--- src/rtl/alarm_beeper_if.sv ---
// +----------------------------------------------------------------------+
// | alarm_beeper_if                                                      |
// | Alarm level / snooze key in, buzzer and status flags out.            |
// | Rev 1.0                                                              |
// +----------------------------------------------------------------------+
`default_nettype none

interface alarm_beeper_if;
    logic alarm_in;
    logic snooze;
    logic buzzer;
    logic ringing;
    logic snoozing;

    modport master (
        output alarm_in,
        output snooze,
        input  buzzer,
        input  ringing,
        input  snoozing
    );

    modport slave (
        input  alarm_in,
        input  snooze,
        output buzzer,
        output ringing,
        output snoozing
    );
endinterface

`default_nettype wire

--- src/rtl/alarm_beeper.sv ---
// +----------------------------------------------------------------------+
// | alarm_beeper                                                         |
// | Double-beep square-wave tone generator with optional snooze timer.   |
// | Optional feature macro: SNOOZE_EN (snooze state and frame counter).  |
// | Rev 1.0                                                              |
// +----------------------------------------------------------------------+
`default_nettype none

module alarm_beeper #(
    parameter int SLOT_CNT    = 6553600,
    parameter int TONE_HALF   = 12800,
    parameter int SNOOZE_TIME = 5,
    parameter int CNT_W       = 26
) (
    input  wire logic     clk_i,
    input  wire logic     rst_i,
    alarm_beeper_if.slave bus
);

    typedef enum logic [1:0] {
        ST_IDLE   = 2'd0,
        ST_RING   = 2'd1,
        ST_SNOOZE = 2'd2
    } state_t;

    localparam logic [CNT_W-1:0] c_SLOT_LAST = CNT_W'(SLOT_CNT - 1);
    localparam logic [CNT_W-1:0] c_TONE_LAST = CNT_W'(TONE_HALF - 1);
    localparam logic [CNT_W-1:0] c_ONE       = CNT_W'(1);

    state_t           state_q, state_d;
    logic [CNT_W-1:0] slot_cnt_q, slot_cnt_d;
    logic [CNT_W-1:0] tone_cnt_q, tone_cnt_d;
    logic [2:0]       slot_idx_q, slot_idx_d;
    logic             buzzer_q, buzzer_d;
    logic             ringing_q, ringing_d;
    logic             snoozing_q, snoozing_d;

    logic w_slot_wrap;
    logic w_tone_wrap;
    logic w_gate;
    logic w_restart;

    assign w_slot_wrap = (slot_cnt_q == c_SLOT_LAST);
    assign w_tone_wrap = (tone_cnt_q == c_TONE_LAST);
    assign w_gate      = (state_q == ST_RING) &&
                         ((slot_idx_q == 3'd0) || (slot_idx_q == 3'd2));

`ifdef SNOOZE_EN
    localparam logic [7:0] c_SNOOZE_T = 8'(SNOOZE_TIME);

    logic [7:0] frame_q, frame_d;
    logic       w_frame_wrap;
    logic       w_snooze_done;

    assign w_frame_wrap  = w_slot_wrap && (slot_idx_q == 3'd7);
    assign w_snooze_done = w_frame_wrap && ((frame_q + 8'd1) == c_SNOOZE_T);
`else
    logic unused_snooze;
    assign unused_snooze = bus.snooze;
`endif

    always_comb begin
        state_d = state_q;
        case (state_q)
            ST_IDLE: begin
                if (bus.alarm_in) state_d = ST_RING;
            end
            ST_RING: begin
                if (!bus.alarm_in) state_d = ST_IDLE;
`ifdef SNOOZE_EN
                else if (bus.snooze) state_d = ST_SNOOZE;
`endif
            end
`ifdef SNOOZE_EN
            ST_SNOOZE: begin
                if (!bus.alarm_in)      state_d = ST_IDLE;
                else if (w_snooze_done) state_d = ST_RING;
            end
`endif
            default: state_d = ST_IDLE;
        endcase
    end

    // Any state change (or idling) restarts the beep pattern at slot 0.
    always_comb begin
        w_restart  = (state_d != state_q) || (state_d == ST_IDLE);
        slot_cnt_d = slot_cnt_q;
        slot_idx_d = slot_idx_q;
        if (w_restart) begin
            slot_cnt_d = '0;
            slot_idx_d = 3'd0;
        end else if (w_slot_wrap) begin
            slot_cnt_d = '0;
            slot_idx_d = slot_idx_q + 3'd1;
        end else begin
            slot_cnt_d = slot_cnt_q + c_ONE;
        end
    end

`ifdef SNOOZE_EN
    always_comb begin
        frame_d = 8'd0;
        if ((state_q == ST_SNOOZE) && (state_d == ST_SNOOZE))
            frame_d = frame_q + {7'd0, w_frame_wrap};
    end
`endif

    // Tone runs only while gated; leaving the gate parks both at 0 so each beep starts low.
    always_comb begin
        tone_cnt_d = '0;
        buzzer_d   = 1'b0;
        if (w_gate && (state_d == ST_RING)) begin
            tone_cnt_d = w_tone_wrap ? '0 : (tone_cnt_q + c_ONE);
            buzzer_d   = buzzer_q ^ w_tone_wrap;
        end
        ringing_d  = (state_d != ST_IDLE);
`ifdef SNOOZE_EN
        snoozing_d = (state_d == ST_SNOOZE);
`else
        snoozing_d = 1'b0;
`endif
    end

    always_ff @(posedge clk_i) begin
        if (rst_i) begin
            state_q    <= ST_IDLE;
            slot_cnt_q <= '0;
            slot_idx_q <= 3'd0;
            tone_cnt_q <= '0;
            buzzer_q   <= 1'b0;
            ringing_q  <= 1'b0;
            snoozing_q <= 1'b0;
        end else begin
            state_q    <= state_d;
            slot_cnt_q <= slot_cnt_d;
            slot_idx_q <= slot_idx_d;
            tone_cnt_q <= tone_cnt_d;
            buzzer_q   <= buzzer_d;
            ringing_q  <= ringing_d;
            snoozing_q <= snoozing_d;
        end
    end

`ifdef SNOOZE_EN
    always_ff @(posedge clk_i) begin
        if (rst_i) frame_q <= 8'd0;
        else       frame_q <= frame_d;
    end
`endif

    assign bus.buzzer   = buzzer_q;
    assign bus.ringing  = ringing_q;
    assign bus.snoozing = snoozing_q;

endmodule

`default_nettype wire
--- src/flat_wrapper.sv ---
// flat-port wrapper written by rule: the top's interface ports become plain ports
module alarm_beeper_flat 
#(
    parameter int SLOT_CNT    = 6553600,
    parameter int TONE_HALF   = 12800,
    parameter int SNOOZE_TIME = 5,
    parameter int CNT_W       = 26
)
  (clk_i, rst_i, bus_alarm_in, bus_snooze, bus_buzzer, bus_ringing, bus_snoozing);
  alarm_beeper_if bus_i ();
  input  wire logic clk_i;
  input  wire logic rst_i;
  input wire logic [$bits(bus_i.alarm_in)-1:0] bus_alarm_in;
  input wire logic [$bits(bus_i.snooze)-1:0] bus_snooze;
  output wire logic [$bits(bus_i.buzzer)-1:0] bus_buzzer;
  output wire logic [$bits(bus_i.ringing)-1:0] bus_ringing;
  output wire logic [$bits(bus_i.snoozing)-1:0] bus_snoozing;
  assign bus_i.alarm_in = bus_alarm_in;
  assign bus_i.snooze = bus_snooze;
  assign bus_buzzer = bus_i.buzzer;
  assign bus_ringing = bus_i.ringing;
  assign bus_snoozing = bus_i.snoozing;
  alarm_beeper #(.SLOT_CNT(SLOT_CNT), .TONE_HALF(TONE_HALF), .SNOOZE_TIME(SNOOZE_TIME), .CNT_W(CNT_W)) u_core (.clk_i(clk_i), .rst_i(rst_i), .bus(bus_i));
endmodule
--- config.mk ---
export PLATFORM = sky130hd
export DESIGN_NAME = alarm_beeper_flat
export DESIGN_NICKNAME = d
export VERILOG_FILES = /design/src/rtl/alarm_beeper_if.sv /design/src/rtl/alarm_beeper.sv /design/src/flat_wrapper.sv
export SDC_FILE = /design/constraint.sdc
export NUM_CORES = 1
export LEC_CHECK = 0
export ABC_AREA = 1
export CAP_MARGIN = 20
export CELL_PAD_IN_SITES_DETAIL_PLACEMENT = 0
export CELL_PAD_IN_SITES_GLOBAL_PLACEMENT = 2
export CORE_MARGIN = 3
export CORE_UTILIZATION = 35
export CTS_BUF_LIST = sky130_fd_sc_hd__clkbuf_4 sky130_fd_sc_hd__clkbuf_8 sky130_fd_sc_hd__clkbuf_16
export CTS_CLUSTER_SIZE = 16
export DETAILED_ROUTE_END_ITERATION = 7
export GPL_TIMING_DRIVEN = 0
export PLACE_DENSITY_LB_ADDON = 0.1
export SLEW_MARGIN = 20
export SYNTH_ARGS = -nofsm -noshare
export SYNTH_HDL_FRONTEND = slang
export SYNTH_SLANG_ARGS = --single-unit
--- constraint.sdc ---
create_clock -name clk_i -period 1.9 [get_ports clk_i]
set_clock_uncertainty 0.1 [all_clocks]
set_input_delay 0.19 -clock clk_i [delete_from_list [all_inputs] [get_ports clk_i]]
set_output_delay 0.19 -clock clk_i [all_outputs]
set_load 0.05 [all_outputs]
==> results.yml <==
status:
  outcome: "complete, no violations"
cts:
  clock_latency_ns: 0.34
  clkSinkCount: 59
  cts_made_buffers: 9
  root_buffer: "clkbuf_8"
  htreeDepth: 3
  cts_tree: "built"
  cts.hold.buffers_added: 0
  clock_path_buffers: 2
  clkTransAtPathRegs_ns: 0.07
logic_synthesis:
  syn-cell-area_um2: 3140
  yosys_warnings: 0
  yosysUniqueCellTypes: 28
  synth.area.top_cells: "dfxtp_1 (38%), nand2_1 (15%), nor2_1 (13%)"
  ys_seq_area_share_pct: 37.7
  synth.avg_cell_area_um2: 6.64
  ys_ff_latch: 59
  synthCells: 472
  yosysTopAreaCell: "dfxtp_1"
  netlist.area_leader.share_pct: 37.7
route:
  routed_wl_um: 7260
  dr.pass1.iters: 4
  dr.first_iter.drc_count: 96
  vias: 2741
  drc_errors: 0
  wire_per_inst_um: 12.1
  drtAntennaViolNets: 0
  vias_per_cell: 4.56
global_routing:
  grt_pass1_wl_um: 12800
  grt_max_degree: 12
  antenna_found_initial: 0
  grt_pass1_vias: 2734
  grt.overflow.total: 0
  grt_usage_pct: 16.1
sta:
  fin_crit_sh_pct: 90.7
  setup_tns_ns: 0
  finalSetupViolations: 0
  relSlewSlack_pct: 66.2
  max_freq_ghz: 0.580
  rsz0062_at_grt: "no"
  finalHoldViolCount: 0
  worstMarginPinSlew_ns: 0.507
  report.final.slew_viol_count: 0
  min_period_ns: 1.72
  fin_hold_ws_ns: 0.341
layout:
  stdcell_count: 601
  register_area_um2: 1180
  nNetsFinal: 500
  final_util_pct: 42.1
  antennaDiodeCount: 0
  area_growth_pct: 13.7
  fill_cells: 917
  multi_input_area_um2: 1750
  drive_above_1_share_pct: 10.7
setup_path:
  critPathSlowestCell: "clkdlybuf4s50_1"
  required_ns: 1.61
  endpoint_kind: "output port"
  crit_chain: "clkdlybuf4s50_1"
  crit_arrival_ns: 1.43
  start_kind: "flop"
  cpPeakStageDelay_ns: 0.80
  worst-setup-path-type: "flop to output port"
  crit_buf_inv: 1
  cp_top_family: "buffers and inverters"
  cp_max_fo: 1
min_path:
  min_path_type: "flop to flop"
die:
  dieWidth_um: 101
  fp.coreArea_um2: 8460
  die_h_um: 101
  rows: 33
  die_area_um2: 10100
  io-pin-count: 7
  start_util_pct: 37.0
power:
  power.total_mw: 2.55
  powerDensity_nw_per_um2: 714
  power.leakage_nw: 1.13
  peakVddDrop_mv: 0.470
place:
  dp_cells: 582
  port_buffers: 4
  dp_hpwl_um: 5620
  gp_congestion: 0.775
flow_run:
  drv_cap: 0
## layout make-up
cell class                      instances  share of cell area [%]
Multi-Input combinational cell        366                    49.1
Sequential cell                        59                    33.1
Clock buffer                           10                    3.69
Timing Repair Buffer                    7                    1.83
Inverter                               43                    4.53
Buffer                                  5                    1.47
Tap cell                              105                    3.69
Clock inverter                          6                    2.53
## cells by family (layout without fill, tap and decap cells)
| logic type | Yosys count | count (layout) | synth area share [%] |
|---|---|---|---|
| buf+inv | 48 | 71 | 6.82 |
| xor+xnor | 17 | 17 | 4.75 |
| simple gates | 311 | 311 | 43.5 |
| compound gates | 31 | 31 | 5.11 |
| fa+ha+maj | 5 | 5 | 2.00 |
| other cells | 1 | 2 | 0.120 |
| flops | 59 | 59 | 37.7 |
## per-stage QoR
stage / instance area [µm²] / setup WS (ns)
after floorplan: 3140 / 0.343
after global placement: 3310 / 0.0469
after detailed placement: 3310 / 0.0467
after CTS: 3530 / 0.0219
after global routing: 3560 / 0.0159
final: 3560 / 0.176
## flip-flops by register name, indices dropped and copies added, names as in the netlist
register	cells
u_core.bus.buzzer	1
u_core.slot_cnt_q	26
u_core.tone_cnt_q	26
u_core.state_q	2
u_core.slot_idx_q	3
u_core.bus.ringing	1
## synth_stat cells, drive strengths merged
cell type and count:
nor2 118, a21oi 27, nand4 2, nand3b 3, or2 8, ha 5
dfxtp 59, o21bai 2, and2 2, buf 5, o21ai 2, nor3 4
conb 1, nand2 136, inv 43, xor2 3, nor3b 2, nand3 36
xnor2 14
## what timing repair did
action | CTS | global route
resized for setup | 0 | 3
setup buffers | 0 | 3
setup endpoints to repair | 0 | 41
## cells in the final DEF (no fill, tap or decap), types with 2 or more instances in the layout
cell type	n
xor2_1	3
clkdlybuf4s50_1	3
nand2_2	5
nand2_4	3
clkinv_4	2
or2_2	7
nand3_1	34
xnor2_1	14
nand3b_1	3
nand2_1	128
clkbuf_8	9
nor2_1	107
inv_1	43
nor2_2	7
nand4_1	2
o21ai_0	2
ha_1	5
nor2_4	3
a21oi_1	27
dfxtp_1	59
conb_1	2
nand3_2	2
nor3_1	4
buf_6	4
and2_1	2
o21bai_1	2
bufinv_16	2
buf_4	4
## path summary, 6_finish.rpt
kind | startpoint | endpoint | slack (ns) | cells after the start
setup / recovery | u_core.bus.ringing | bus_ringing | 0.18 | 1
hold / removal | u_core.state_q[1] | u_core.bus.ringing | 0.34 | 1
setup reg to reg | u_core.slot_cnt_q[0] | u_core.slot_cnt_q[6] | 0.18 | 9
hold reg to reg | u_core.state_q[1] | u_core.bus.ringing | 0.34 | 1
## routing by layer
layer / part of all wire [%] / GRT usage (%) / vias to the layer above
li1: - / - / 1503
met1: 46 / 19.2 / 1207
met2: 50 / 28.1 / 24
met3: 2.7 / 4.36 / 7
met4: 1.3 / 4.87 / 0
met5: 0 / 0 / -
## where the power goes
| group | internal, mW | total (mW) | leakage (nW) | switching (mW) |
|---|---|---|---|---|
| logic | 0.0105 | 0.0258 | 0.541 | 0.0153 |
| registers | 1.24 | 1.24 | 0.476 | 0.00142 |
| clock network | 0.755 | 1.28 | 0.110 | 0.524 |
| total | 2.00 | 2.55 | 1.13 | 0.540 |
(Power assumes the default switching activity.)
